## src/rtl/pixel_block_loader.sv

```systemverilog
// pixel_block_loader
//   Serial-to-parallel front end of the fixed-point stage. Collects a valid/ready
//   stream of unsigned pixels, in block order, into one packed block bus. Two banks
//   work as a ping-pong pair: one fills while the other is held for the consumer.
//
// Ports
//   clk        in   rising-edge clock
//   rst_n      in   synchronous active-low reset
//   pix_valid  in   pix_data / pix_first are valid
//   pix_ready  out  loader can accept a pixel (registered state only)
//   pix_data   in   unsigned pixel value
//   pix_first  in   pixel is element 0 of a new block
//   blk_valid  out  a full block is presented on integers
//   blk_ready  in   consumer takes the block
//   integers   out  element i at [i*INPUT_BITS +: INPUT_BITS]
//   blk_count  out  blocks delivered, wraps 0xFFFF -> 0
//   drop_err   out  one-cycle pulse: a partial block was discarded

module pixel_block_loader #(
    parameter int unsigned INPUT_BITS   = 8,
    parameter int unsigned NUM_INTEGERS = 64
) (
    input  logic                               clk,
    input  logic                               rst_n,
    input  logic                               pix_valid,
    output logic                               pix_ready,
    input  logic [INPUT_BITS-1:0]              pix_data,
    input  logic                               pix_first,
    output logic                               blk_valid,
    input  logic                               blk_ready,
    output logic [NUM_INTEGERS*INPUT_BITS-1:0] integers,
    output logic [15:0]                        blk_count,
    output logic                               drop_err
);

    localparam int unsigned IDX_W = $clog2(NUM_INTEGERS);
    localparam logic [IDX_W-1:0] LAST_IDX = IDX_W'(NUM_INTEGERS - 1);

    logic [INPUT_BITS-1:0] bank [2][NUM_INTEGERS];
    logic [1:0]            bank_full;
    logic [1:0]            bank_full_next;
    logic                  wr_bank;
    logic                  rd_bank;
    logic [IDX_W-1:0]      wr_idx;

    logic accept;
    logic take;
    logic restart;
    logic complete;

    assign pix_ready = !bank_full[wr_bank];
    assign blk_valid = bank_full[rd_bank];
    assign accept    = pix_valid && pix_ready;
    assign take      = blk_valid && blk_ready;

    // A first-flag in the middle of a block restarts the fill in the same bank.
    assign restart   = pix_first && (wr_idx != '0);
    assign complete  = !pix_first && (wr_idx == LAST_IDX);

    // Fill and take can never target the same bank: a filling bank is empty and a
    // taken bank is full, so both updates are applied independently.
    always_comb begin
        bank_full_next = bank_full;
        if (accept && complete) begin
            bank_full_next[wr_bank] = 1'b1;
        end
        if (take) begin
            bank_full_next[rd_bank] = 1'b0;
        end
    end

    always_comb begin
        integers = '0;
        for (int i = 0; i < int'(NUM_INTEGERS); i++) begin
            integers[i*INPUT_BITS +: INPUT_BITS] = bank[rd_bank][i];
        end
    end

    always_ff @(posedge clk) begin
        if (!rst_n) begin
            for (int b = 0; b < 2; b++) begin
                for (int i = 0; i < int'(NUM_INTEGERS); i++) begin
                    bank[b][i] <= '0;
                end
            end
            bank_full <= '0;
            wr_bank   <= 1'b0;
            rd_bank   <= 1'b0;
            wr_idx    <= '0;
            blk_count <= '0;
            drop_err  <= 1'b0;
        end else begin
            drop_err  <= 1'b0;
            bank_full <= bank_full_next;

            if (accept) begin
                if (restart) begin
                    bank[wr_bank][0] <= pix_data;
                    wr_idx           <= IDX_W'(1);
                    drop_err         <= 1'b1;
                end else begin
                    bank[wr_bank][wr_idx] <= pix_data;
                    if (complete) begin
                        wr_bank <= !wr_bank;
                        wr_idx  <= '0;
                    end else begin
                        wr_idx <= wr_idx + IDX_W'(1);
                    end
                end
            end

            if (take) begin
                rd_bank   <= !rd_bank;
                blk_count <= blk_count + 16'd1;
            end
        end
    end

endmodule
```

## config.mk

```make
export PLATFORM = sky130hd
export DESIGN_NAME = pixel_block_loader
export DESIGN_NICKNAME = d
export VERILOG_FILES = /design/src/rtl/pixel_block_loader.sv
export SDC_FILE = /design/constraint.sdc
export NUM_CORES = 1
export LEC_CHECK = 0
export CAP_MARGIN = 20
export CELL_PAD_IN_SITES_DETAIL_PLACEMENT = 1
export CELL_PAD_IN_SITES_GLOBAL_PLACEMENT = 2
export CORE_ASPECT_RATIO = 1.5
export CORE_MARGIN = 10
export CORE_UTILIZATION = 40
export DETAILED_ROUTE_END_ITERATION = 6
export HOLD_SLACK_MARGIN = 0.05
export PLACE_DENSITY_LB_ADDON = 0.1
export RECOVER_POWER = 25
export SLEW_MARGIN = 10
export SYNTH_ARGS = -nofsm -noshare
export SYNTH_HDL_FRONTEND = slang
export SYNTH_SLANG_ARGS = --single-unit
```

## constraint.sdc

```tcl
create_clock -name clk -period 4 [get_ports clk]
set_input_delay 0.6 -clock clk [delete_from_list [all_inputs] [get_ports clk]]
set_output_delay 0.6 -clock clk [all_outputs]
set_load 0.01 [all_outputs]
```

==> impl_metrics.json <==
{
  "outcome": "finished, violations left",
  "violations": "capacitance limit, slew limit",
  "fp-row-count": 146,
  "irDropWorstVdd_v": 0.000344,
  "path_buf_inv": 2,
  "synth_cell_types": 57,
  "ys.flop_type": "edfxtp_1",
  "ys_async_sr_fraction": 0,
  "clkPwrFrac": 0.401,
  "finClkSkew_ns": 0.0225,
  "routed_wl_mm": 152,
  "holdWs_ns": 0.507,
  "yosysTopAreaCell": "edfxtp_1",
  "synth_edf_count": 1024,
  "fin_crit_sh": 0.971,
  "syn-num-nets": 2715,
  "grt_pass1_wl_mm": 213,
  "grt_start_max_net_pins": 98,
  "synth_seq_cells": 1052,
  "ctsResizeCount": 0,
  "floorplan.core_area_um2": 106000,
  "cts.sinks": 1052,
  "crit_slowest_cell": "and2_1",
  "cts-root-buf": "clkbuf_16",
  "wire_per_inst_um": 31.2,
  "final-hold-violation-count": 0,
  "timing.max_cap.violations": 3,
  "cp.arrival_ns": 4.35,
  "htreeDepth": 3,
  "cp_top_family": "simple AND/OR/NAND/NOR gates",
  "path_cells": "mux2i_1, and3_1, buf_4, and2_1, buf_6",
  "drt_iter0_markers": 2205,
  "internal_power_mw": 18.7,
  "antenna_found_initial": 10,
  "power_frac_comb": 0.070,
  "firstDrtPassIters": 5,
  "layout_min_cycle_time_ns": 3.88,
  "viasPerCell": 5.35,
  "drtAntennaViolNets": 0,
  "cts_tree": "yes",
  "dieHeight_um": 419,
  "start_kind": "register",
  "fillers": 10290,
  "pwr_density_cell_nw_per_um2": 446,
  "rsz0062_at_grt": "false",
  "worst_pin_slew_ns": 2.15,
  "critPathMaxFanout": 27,
  "cts_buffers": 101,
  "clk-insertion-delay-late_ns": 0.71,
  "p_leak_nw": 18.8,
  "setup_tns_ns": 0,
  "dieArea_um2": 120000,
  "ys_seq_area_frac": 0.736,
  "crit_required_ns": 4.47,
  "synth_cells": 2699,
  "path_class": "reg -> reg",
  "drc": 0,
  "hold_buffers": 0,
  "slew_violations": 78,
  "place_hpwl_mm": 107,
  "syn_to_final_growth_pct": 26.9,
  "switching_share": 0.225,
  "clk_pin_slew_worst_paths_ns": 0.07,
  "fmaxAchievable_ghz": 0.257,
  "setup-violations-final": 0,
  "grt_overflow": 0,
  "grtUsageTotal": 0.249,
  "final_nets": 3403,
  "hold_class": "reg -> reg",
  "yosys_warnings": 0,
  "avgSynthCellArea_um2": 15.8,
  "first_global_vias": 27926,
  "yosysTopAreaCellShare": 0.723,
  "port-buffer-count": 543,
  "p_sw_mw": 5.41,
  "num_vias": 26099,
  "die_w_um": 286,
  "yosys-top-cells-area": "edfxtp_1 72%, mux2_2 14%, nor2_1 4.5%",
  "postCtsSetupRepairBufs": 0,
  "gp_congestion": 0.847,
  "pin_count": 544,
  "relSlewSlack": -0.431,
  "ctsLongestPathBuffers": 3,
  "start_util": 0.403,
  "drive_above_1_share": 0.263,
  "synth_area_um2": 42500,
  "max_stage_delay_ns": 1.54,
  "crit_path_end_kind": "register",
  "seq_power_share": 0.529
}
## path summary, 6_finish.rpt
kind / from / endpoint / slack [ns] / depth (start not counted)
worst max-delay path: wr_bank / bank[1][212] / 0.12 / 5
worst min-delay path: blk_count[1] / blk_count[1] / 0.51 / 2
worst max register to register: wr_bank / bank[1][212] / 0.12 / 5
worst min register to register: blk_count[1] / blk_count[1] / 0.51 / 2
## power by group through the flow
stage	logic (mW)	clock network, mW	registers [mW]
floorplan	0.685	0	12.9
global placement	1.69	0	12.9
detailed placement	1.71	0	13.0
CTS	1.72	9.83	12.7
global route	1.78	10.2	12.8
finish	1.69	9.66	12.7
## routing by layer
metal  GRT usage  vias up  routed length, um
li1            -    11362                  -
met2       0.439      956              78100
met4      0.0742        8               4060
met1       0.302    13581              60000
met3      0.0520      192              10000
met5           0        -                 50
## placed cells by master, fill, tap and decap left out, types with 11 or more instances in the layout
cell type	netlist	final
edfxtp_1	1024	1024
and2_1	30	18
o31ai_1	11	11
buf_12	0	14
clkdlybuf4s50_1	0	524
clkinv_1	1	18
buf_4	5	161
nand4_4	13	13
a21oi_1	13	13
nor2_1	510	510
clkbuf_1	137	32
clkbuf_16	0	102
buf_2	16	14
clkinvlp_4	0	11
nand3_1	28	26
mux2_2	513	513
nand4_2	13	12
dfxtp_1	28	27
clkinv_2	0	12
dlygate4sd3_1	0	18
nand2_1	110	110
and3_1	16	16
clkbuf_2	0	15
o21ai_0	120	119
## stage by stage
| stage | area (um2) | setup WS, ns | instances | power, mW | utilization |
|---|---|---|---|---|---|
| after global routing | 54000 | 0.0156 | 4877 | 24.8 | 0.511 |
| final | 54000 | 0.116 | 4879 | 24.1 | 0.511 |
| after detailed placement | 50700 | 0.266 | 4668 | 14.7 | 0.480 |
| after global placement | 50700 | 0.302 | 4667 | 14.6 | 0.480 |
| after floorplan | 42500 | 1.32 | 2699 | 13.6 | - |
| after CTS | 54000 | 0.221 | 4854 | 24.3 | 0.512 |
## cells in the mapped netlist (all sizes together) (2+ instances only)
cell and instances:
nand4 35, and4 2, nand2 110, buf 34, clkbuf 137, nand4b 2, and2 31, nor2b 9
o21a 3, edfxtp 1024, o21ai 127, and3 16, mux2i 2, a311oi 3, nand2b 3, a21oi 13
inv 5, nor3b 3, or3 7, xor2 7, mux2 513, dfxtp 28, o31ai 11, nor3 6
ha 3, nand3 31, a31oi 4, or3b 2, or4 3, nor4 4, nor2 511
## kinds of logic (layout without fill, tap and decap cells)
| group | count (synthesis) | after routing | share of synthesized area |
|---|---|---|---|
| xor gates and xnor gates | 7 | 7 | 0.00144 |
| adders and majority gates | 3 | 3 | 0.000883 |
| buffers and inverters | 177 | 948 | 0.0178 |
| muxes | 515 | 515 | 0.136 |
| other | 0 | 3 | 0 |
| and+or+nand+nor | 779 | 779 | 0.0858 |
| AOI/OAI and AO/OA | 166 | 166 | 0.0215 |
| DFF | 1052 | 1052 | 0.736 |
## layout make-up
class / instances / area [um2] / share of cell area
Sequential cell: 1052 / 31300 / 0.580
Multi-Input combinational cell: 1470 / 10500 / 0.194
Timing Repair Buffer: 756 / 7110 / 0.132
Clock buffer: 129 / 2680 / 0.0497
Tap cell: 1406 / 1760 / 0.0326
Clock inverter: 57 / 612 / 0.0113
Inverter: 6 / 22.5 / 0.000417
Antenna cell: 3 / 7.51 / 0.000139
## worst min-delay path, cell delays in order (launching register included)
cell,delay (ns)
dfxtp_1,0.34
nand2_1,0.06
a21oi_1,0.06
## registers in the layout, indices dropped and copies added, names as in the netlist, named ones only
register	cells
bank	1024
blk_count	16
drop_err	1
wr_bank	1
wr_idx	6
rd_bank	1
bank_full	2
Power figures use the tool's default switching activity.
